**config.mk**
```make
export PLATFORM = sky130hd
export DESIGN_NAME = tdm_chan_mux
export DESIGN_NICKNAME = d
export VERILOG_FILES = /design/src/rtl/tdm_pkg.sv /design/src/rtl/tdm_dwell_counter.sv /design/src/rtl/tdm_chan_mux.sv
export SDC_FILE = /design/constraint.sdc
export NUM_CORES = 1
export LEC_CHECK = 0
export BUFFER_PORTS_ARGS = -buffer_cell sky130_fd_sc_hd__buf_2
export CAP_MARGIN = 5
export CORE_MARGIN = 10
export CORE_UTILIZATION = 44
export CTS_CLUSTER_SIZE = 10
export DETAILED_ROUTE_END_ITERATION = 7
export GPL_TIMING_DRIVEN = 0
export PLACE_DENSITY = 0.91
export SETUP_SLACK_MARGIN = 0.5
export SYNTH_ARGS = -nofsm -noshare
export SYNTH_HDL_FRONTEND = slang
export SYNTH_SLANG_ARGS = --single-unit
```
**constraint.sdc**
```tcl
create_clock -name clk -period 2.51 [get_ports clk]
set_input_delay 0.1255 -clock clk [delete_from_list [all_inputs] [get_ports clk]]
set_output_delay 0.1255 -clock clk [all_outputs]
set_load 0.1 [all_outputs]
```
**src/rtl/tdm_pkg.sv**
```systemverilog
// Shared definitions for the time-division channel multiplexer and the
// neuron timing blocks: mode encodings and a constant width helper.
package tdm_pkg;

  localparam logic MODE_FIXED = 1'b0;
  localparam logic MODE_SCAN  = 1'b1;

  // Bits needed to index 'value' distinct items (ceil(log2(value))).
  function automatic int clog2(input int value);
    int w;
    int v;
    w = 0;
    v = value - 1;
    while (v > 0) begin
      w++;
      v = v >> 1;
    end
    return w;
  endfunction

endpackage

```
**src/rtl/tdm_dwell_counter.sv**
```systemverilog
// Slot dwell counter: counts 0..SLOT_CYCLES-1, flags eligibility at the
// terminal count, and holds there while 'hold' is asserted.
module tdm_dwell_counter
  import tdm_pkg::*;
#(
  parameter int SLOT_CYCLES = 1
) (
  input  logic clk,
  input  logic rst_n,
  input  logic ena,
  input  logic hold,
  output logic eligible
);

  localparam int CNT_W = (SLOT_CYCLES > 1) ? clog2(SLOT_CYCLES) : 1;
  localparam logic [CNT_W-1:0] LAST = CNT_W'(SLOT_CYCLES - 1);

  logic [CNT_W-1:0] cnt;

  assign eligible = (cnt == LAST);

  // NOTE: sequential state uses non-blocking assignments so every register
  // samples pre-edge values regardless of statement order.
  always_ff @(posedge clk or negedge rst_n) begin
    if (!rst_n) begin
      cnt <= '0;
    end else if (ena) begin
      if (!eligible) begin
        cnt <= cnt + 1'b1;
      end else if (!hold) begin
        cnt <= '0;
      end
    end
  end

endmodule

```
**src/rtl/tdm_chan_mux.sv**
```systemverilog
// Registered N-channel TDM multiplexer with valid/ready output, channel tag
// and frame marker; round-robin scan or fixed-channel sampling.
module tdm_chan_mux
  import tdm_pkg::*;
#(
  parameter  int WIDTH       = 8,
  parameter  int NUM_CH      = 4,
  parameter  int SLOT_CYCLES = 1,
  localparam int CH_W        = clog2(NUM_CH)
) (
  input  logic                    clk,
  input  logic                    rst_n,
  input  logic                    ena,
  input  logic                    mode,
  input  logic [CH_W-1:0]         sel,
  input  logic [NUM_CH*WIDTH-1:0] in_data,
  output logic [WIDTH-1:0]        out_data,
  output logic [CH_W-1:0]         out_ch,
  output logic                    out_valid,
  input  logic                    out_ready,
  output logic                    frame_start
);

  localparam logic [CH_W-1:0] LAST_CH = CH_W'(NUM_CH - 1);

  logic [CH_W-1:0]  slot;
  logic [CH_W-1:0]  chan;
  logic [WIDTH-1:0] cap_data;
  logic             eligible;
  logic             slot_free;
  logic             stall;
  logic             capture;
  logic             consume;

  assign slot_free = !out_valid || out_ready;
  assign stall     = !slot_free;
  assign capture   = ena && eligible && slot_free;
  assign consume   = ena && out_valid && out_ready;
  assign chan      = (mode == MODE_SCAN) ? slot : sel;

  tdm_dwell_counter #(
    .SLOT_CYCLES (SLOT_CYCLES)
  ) u_dwell (
    .clk      (clk),
    .rst_n    (rst_n),
    .ena      (ena),
    .hold     (stall),
    .eligible (eligible)
  );

  // Out-of-range indices (non-power-of-2 NUM_CH) match no channel and read 0.
  // NOTE: the default before the loop keeps this block free of latches.
  always_comb begin
    cap_data = '0;
    for (int k = 0; k < NUM_CH; k++) begin
      if (chan == CH_W'(k)) cap_data = in_data[k*WIDTH +: WIDTH];
    end
  end

  // Fixed-mode captures park the slot at 0 so scan always restarts at ch0.
  always_ff @(posedge clk or negedge rst_n) begin
    if (!rst_n) begin
      slot <= '0;
    end else if (capture) begin
      slot <= (mode == MODE_SCAN && slot != LAST_CH) ? slot + 1'b1 : '0;
    end
  end

  always_ff @(posedge clk or negedge rst_n) begin
    if (!rst_n) begin
      out_data    <= '0;
      out_ch      <= '0;
      out_valid   <= 1'b0;
      frame_start <= 1'b0;
    end else if (capture) begin
      out_data    <= cap_data;
      out_ch      <= chan;
      out_valid   <= 1'b1;
      frame_start <= (mode == MODE_SCAN) && (chan == '0);
    end else if (consume) begin
      out_valid   <= 1'b0;
      frame_start <= 1'b0;
    end
  end

endmodule

```
; Word-level counts from Yosys, hierarchy flattened
; Cells that the tools add are included.
[classes]
add_sub_neg = 2
n_eq_ne = 4
mux = 10
n_bitwise = 1
reduce_logical = 10
[op_table]
columns = operator, n
row1 = 8-bit 2-to-1 mux, 4
row2 = 1-bit logical AND, 6
row3 = "2-bit equality test, second input constant", 2
row4 = 1-bit 2-to-1 mux, 4
row5 = 2-bit 2-to-1 mux, 2
row6 = "2-bit by 1-bit adder with 2-bit output, second input constant", 1
row7 = "2-bit by 1-bit equality test with 1-bit output, second input constant", 1
row8 = 2-bit zero test, 1
row9 = "2-bit != test, second input constant", 1
row10 = 2-bit nonzero test, 1
row11 = "1-bit adder, second input constant", 1
row12 = 1-bit zero test, 1
row13 = 1-bit logical OR, 1
row14 = 1-bit inverter, 1
[word_totals]
ff_bits = 15
word_cells = 33

; Longest topological paths before layout
[logic_depth]
word_depth = 6
ltp_mapped = 6
ltp_nobuf = 4

; Modules after synthesis
; Synthesis repeated with hierarchy kept, for this count alone.
[unflattened]
cells_unflattened = 80
area_unflattened_um2 = 822.0
[by_module_without_submodules]
columns = module, instances, cells_per_inst, area_per_inst_um2, seq_area_each_um2
row1 = tdm_chan_mux, 1, 78, 810.8, 350.3
row2 = tdm_dwell_counter, 1, 2, 11.3, 0.0

; Worst setup path after synthesis
; No wires, ideal clock.
[synth_path]
path_kind = reg-to-reg
from = reg out_valid
to = reg out_data[0]
arrival_time_ps = 1753
required_time_ps = 2368
slack_ps = 615
stages_incl_launch_ff = 6
path_cell_list = dfrtp_1 > inv_2 > o21ai_2 > or2_1 > clkbuf_1 > o221ai_1
[synth_via]
elab_chain_len = 3
[synth_lines]
columns = item, line
row1 = start: declaration, tdm_chan_mux.sv:19  ; output logic out_valid,
row2 = start signal: assignment, tdm_chan_mux.sv:73  ; out_valid <= 1'b0;
row3 = start signal: assignment, tdm_chan_mux.sv:78  ; out_valid <= 1'b1;
row4 = start signal: assignment, tdm_chan_mux.sv:81  ; out_valid <= 1'b0;
row5 = 1-bit zero test, tdm_chan_mux.sv:35  ; assign slot_free = !out_valid || out_ready;
row6 = 1-bit logical OR, tdm_chan_mux.sv:35
row7 = 1-bit logical AND, tdm_chan_mux.sv:37  ; assign capture = ena && eligible && slot_free;
row8 = end signal: assignment, tdm_chan_mux.sv:76  ; out_data <= cap_data;
row9 = end: declaration, tdm_chan_mux.sv:17  ; output logic [WIDTH-1:0] out_data,
; No other way between the ends.
; A chain may end at the register's enable or synchronous reset.

; Worst setup path in the final report
[layout_path]
from = reg out_valid
to = reg out_data[3]
; Same word-level chain as after synthesis.

==> results.md <==
* Post-place setup slack at 0.965 ns
* Number of global-route vias before repair at 966
* Count of different cell masters after synthesis at 22
* Num CTS Buffers at 3
* Worst-Skew Late Latency at 0.27 ns
* GPL Wtd Cong at 0.719
* Share of layout cells above drive strength 1 at 48.8%
* Post-DRT Antenna Nets at 0
* DRC viols at 0
* Initial Util at 46.4%
* Clock transition at the registers of the reported paths at 0.09 ns
* Die width at 62.7 um
* CP max FO at 9
* Sink Count at 14
* Setup bufs post-CTS at 0
* FILL cells at 161
* Port bufs at 49
* Vias per inst at 5.40
* Critical Path RT at 2.64 ns
* CP Cell Sequence: inv_2 > o21ai_2 > or2_1 > clkbuf_1 > o221ai_1
* Row count at 15
* Largest net degree at the start of global routing at 15
* CP max-delay cell: dfrtp_1
* Clk buf depth at 2
* Post-synth top cells: 14 x dfrtp_1, 13 x nand2_1, 9 x mux2i_1
* Max-slew violation count at 0
* Worst path bufs/invs at 2
* Clock root buffer: clkbuf_4
* Via count at 832
* Synth area leader: dfrtp_1
* Worst r2r src: out_valid
* Worst path top cell family by delay: compound AO/OA/AOI/OAI gates
* RSZ-0062 raised after global routing: no
* Status: completed
* Hpwl dp at 2.11 mm
* Gr usage total at 13.3%
* CP startpoint kind: register
* First-pass GRT wire length at 4.40 mm
* Synth top area share at 43.7%
* Initial antenna violation count at 0
* H-tree depth at 1
* Hold Path Class: primary input to register
* Worst path max stage delay at 0.39 ns
* Post-synth EDFFs at 0
* Hold depth at 2
* Tcrit/Tclk final at 61.0%
* Placed insts at 149
* Skew final at 0.00208 ns
* Sequential area share after synthesis at 43.7%
* Antenna Cells at 0
* Die area at 0.00393 sq mm
* Max Freq at 653 MHz
* Min-delay src: ena
* Pwr/cell area at 871 mW/mm^2
* Top cells by area, synth: dfrtp_1 44%, mux2i_1 11%, o221ai_1 8.7%
* Final count of hold timing violations at 0
* Setup Crit Path Kind: register to register
* CORE AREA at 0.00173 sq mm
* Leakage power at 0.608 nW
* Post-route setup slack at 0.978 ns
* 1st-pass router iterations at 5
* Measured slew at the worst slew-check pin at 0.500 ns
* Tmin final at 1.53 ns
* Worst r2r path cells at 5
* Max Cap Violations at 0
* CTS tree: built
* Asr flop ratio synth at 100%
* Mapped Nets at 115
* I/O pin count at 51
* DIE HEIGHT at 62.7 um
* Slew HR at 66.9%
* Global route total overflow at 0
* Crit path DAT at 1.66 ns
* Area Overhead vs Synth at 40.2%
* Mapped Cells at 75
* Worst VDD drop at 0.626 mV
* Critical path endpoint category: register
* Worst r2r dst: out_data[3]
* Layout Cells excl Fill at 154
* Wire length per cell at 16.9 um
* Most frequent cell after synthesis: dfrtp_1
* 1st-iter DRT viols at 16
* Layout Utilization at 65.1%
* Endpoints failing setup at 0
* Synthesis-stage register bit count at 14
* Synthesized cell area at 802 sq um
* Synthesized area per cell at 10.7 sq um
* FF-to-FF setup slack at 0.98 ns
* Synth Flop Type: dfrtp_1
* Min-Delay Endpoint: out_valid
* WL final at 2.60 mm
* Final #Nets at 170
* Ys Warns at 0
* Total negative setup slack at 0 ns
-- area by class of cell --
class / count / area [sq um] / share of cell area [%]
inverter: 1 / 3.75 / 0.334
tap: 25 / 31.3 / 2.78
timing repair buffer: 50 / 255 / 22.7
buffer: 6 / 45.0 / 4.00
clock buffer: 4 / 36.3 / 3.23
multi-input combinational: 54 / 403 / 35.8
sequential: 14 / 350 / 31.1
-- cells by family (layout without fill, tap and decap cells) --
group,after synthesis,count (layout),share of synthesized area (%)
compound gates,22,22,22.3
fa+ha+maj,1,1,1.56
flops,14,14,43.7
mux,10,10,12.6
simple gates,21,21,13.7
buf+inv,7,61,6.08
-- sequential cells by signal, summed over array words and instances, names as in the netlist --
register     count
slot             2
frame_start      1
out_valid        1
out_data         8
out_ch           2
-- routing by layer --
metal / wire, um / vias up / track usage [%]
li1: - / 390 / -
met1: 1030 / 403 / 14.3
met2: 1360 / 39 / 24.4
met3: 208 / 0 / 4.66
met4: 0 / 0 / 2.51
met5: 0 / - / 0
-- worst reg2reg max path, stage by stage (launching register included) --
cell,delay [ns]
dfrtp_1,0.39
inv_2,0.05
o21ai_2,0.26
or2_1,0.15
clkbuf_1,0.34
o221ai_1,0.21
-- through the flow --
step / cell area [sq um] / hold WS (ns) / total power, mW
2_1_floorplan: 802 / -0.170 / 0.712
3_3_place_gp: 1080 / 0.0314 / 0.812
3_5_place_dp: 1080 / 0.0389 / 0.826
4_1_cts: 1120 / 0.0816 / 0.988
5_1_grt: 1120 / 0.0774 / 1.03
6_report: 1120 / 0.0840 / 0.980
-- layout by cell type (no fill, tap or decap), drive strengths merged --
| cell type | count |
|---|---|
| a21boi | 1 |
| a21o | 1 |
| a22oi | 8 |
| buf | 52 |
| clkbuf | 7 |
| dfrtp | 14 |
| dlygate4sd3 | 1 |
| ha | 1 |
| inv | 1 |
| mux2 | 1 |
| mux2i | 9 |
| nand2 | 13 |
| nand2b | 1 |
| nand3b | 1 |
| nor3 | 1 |
| nor3b | 1 |
| nor4b | 1 |
| o21ai | 3 |
| o221ai | 8 |
| o31ai | 1 |
| or2 | 3 |
-- worst max path at each step --
stage	start	end	slack, ns	cells after the start
floorplan	out_valid	out_data[0]	0.61	5
global placement	out_valid	out_data[7]	1.05	5
detailed placement	out_valid	out_data[3]	0.97	5
CTS	out_valid	out_data[3]	0.97	5
global route	out_valid	out_data[3]	0.85	5
finish	out_valid	out_data[3]	0.98	5
-- what timing repair did --
item                                   4_1_cts  5_1_grt
gates resized for setup                      0        0
endpoints found under the hold margin       14        0
hold buffers                                 1        0
-- report_power, final --
part           total [mW]  switching [mW]  internal (mW)
clock network       0.161          0.0729         0.0882
logic               0.517           0.398          0.119
registers           0.302          0.0312          0.271
Note: power is estimated with default switching activity, not from simulation.
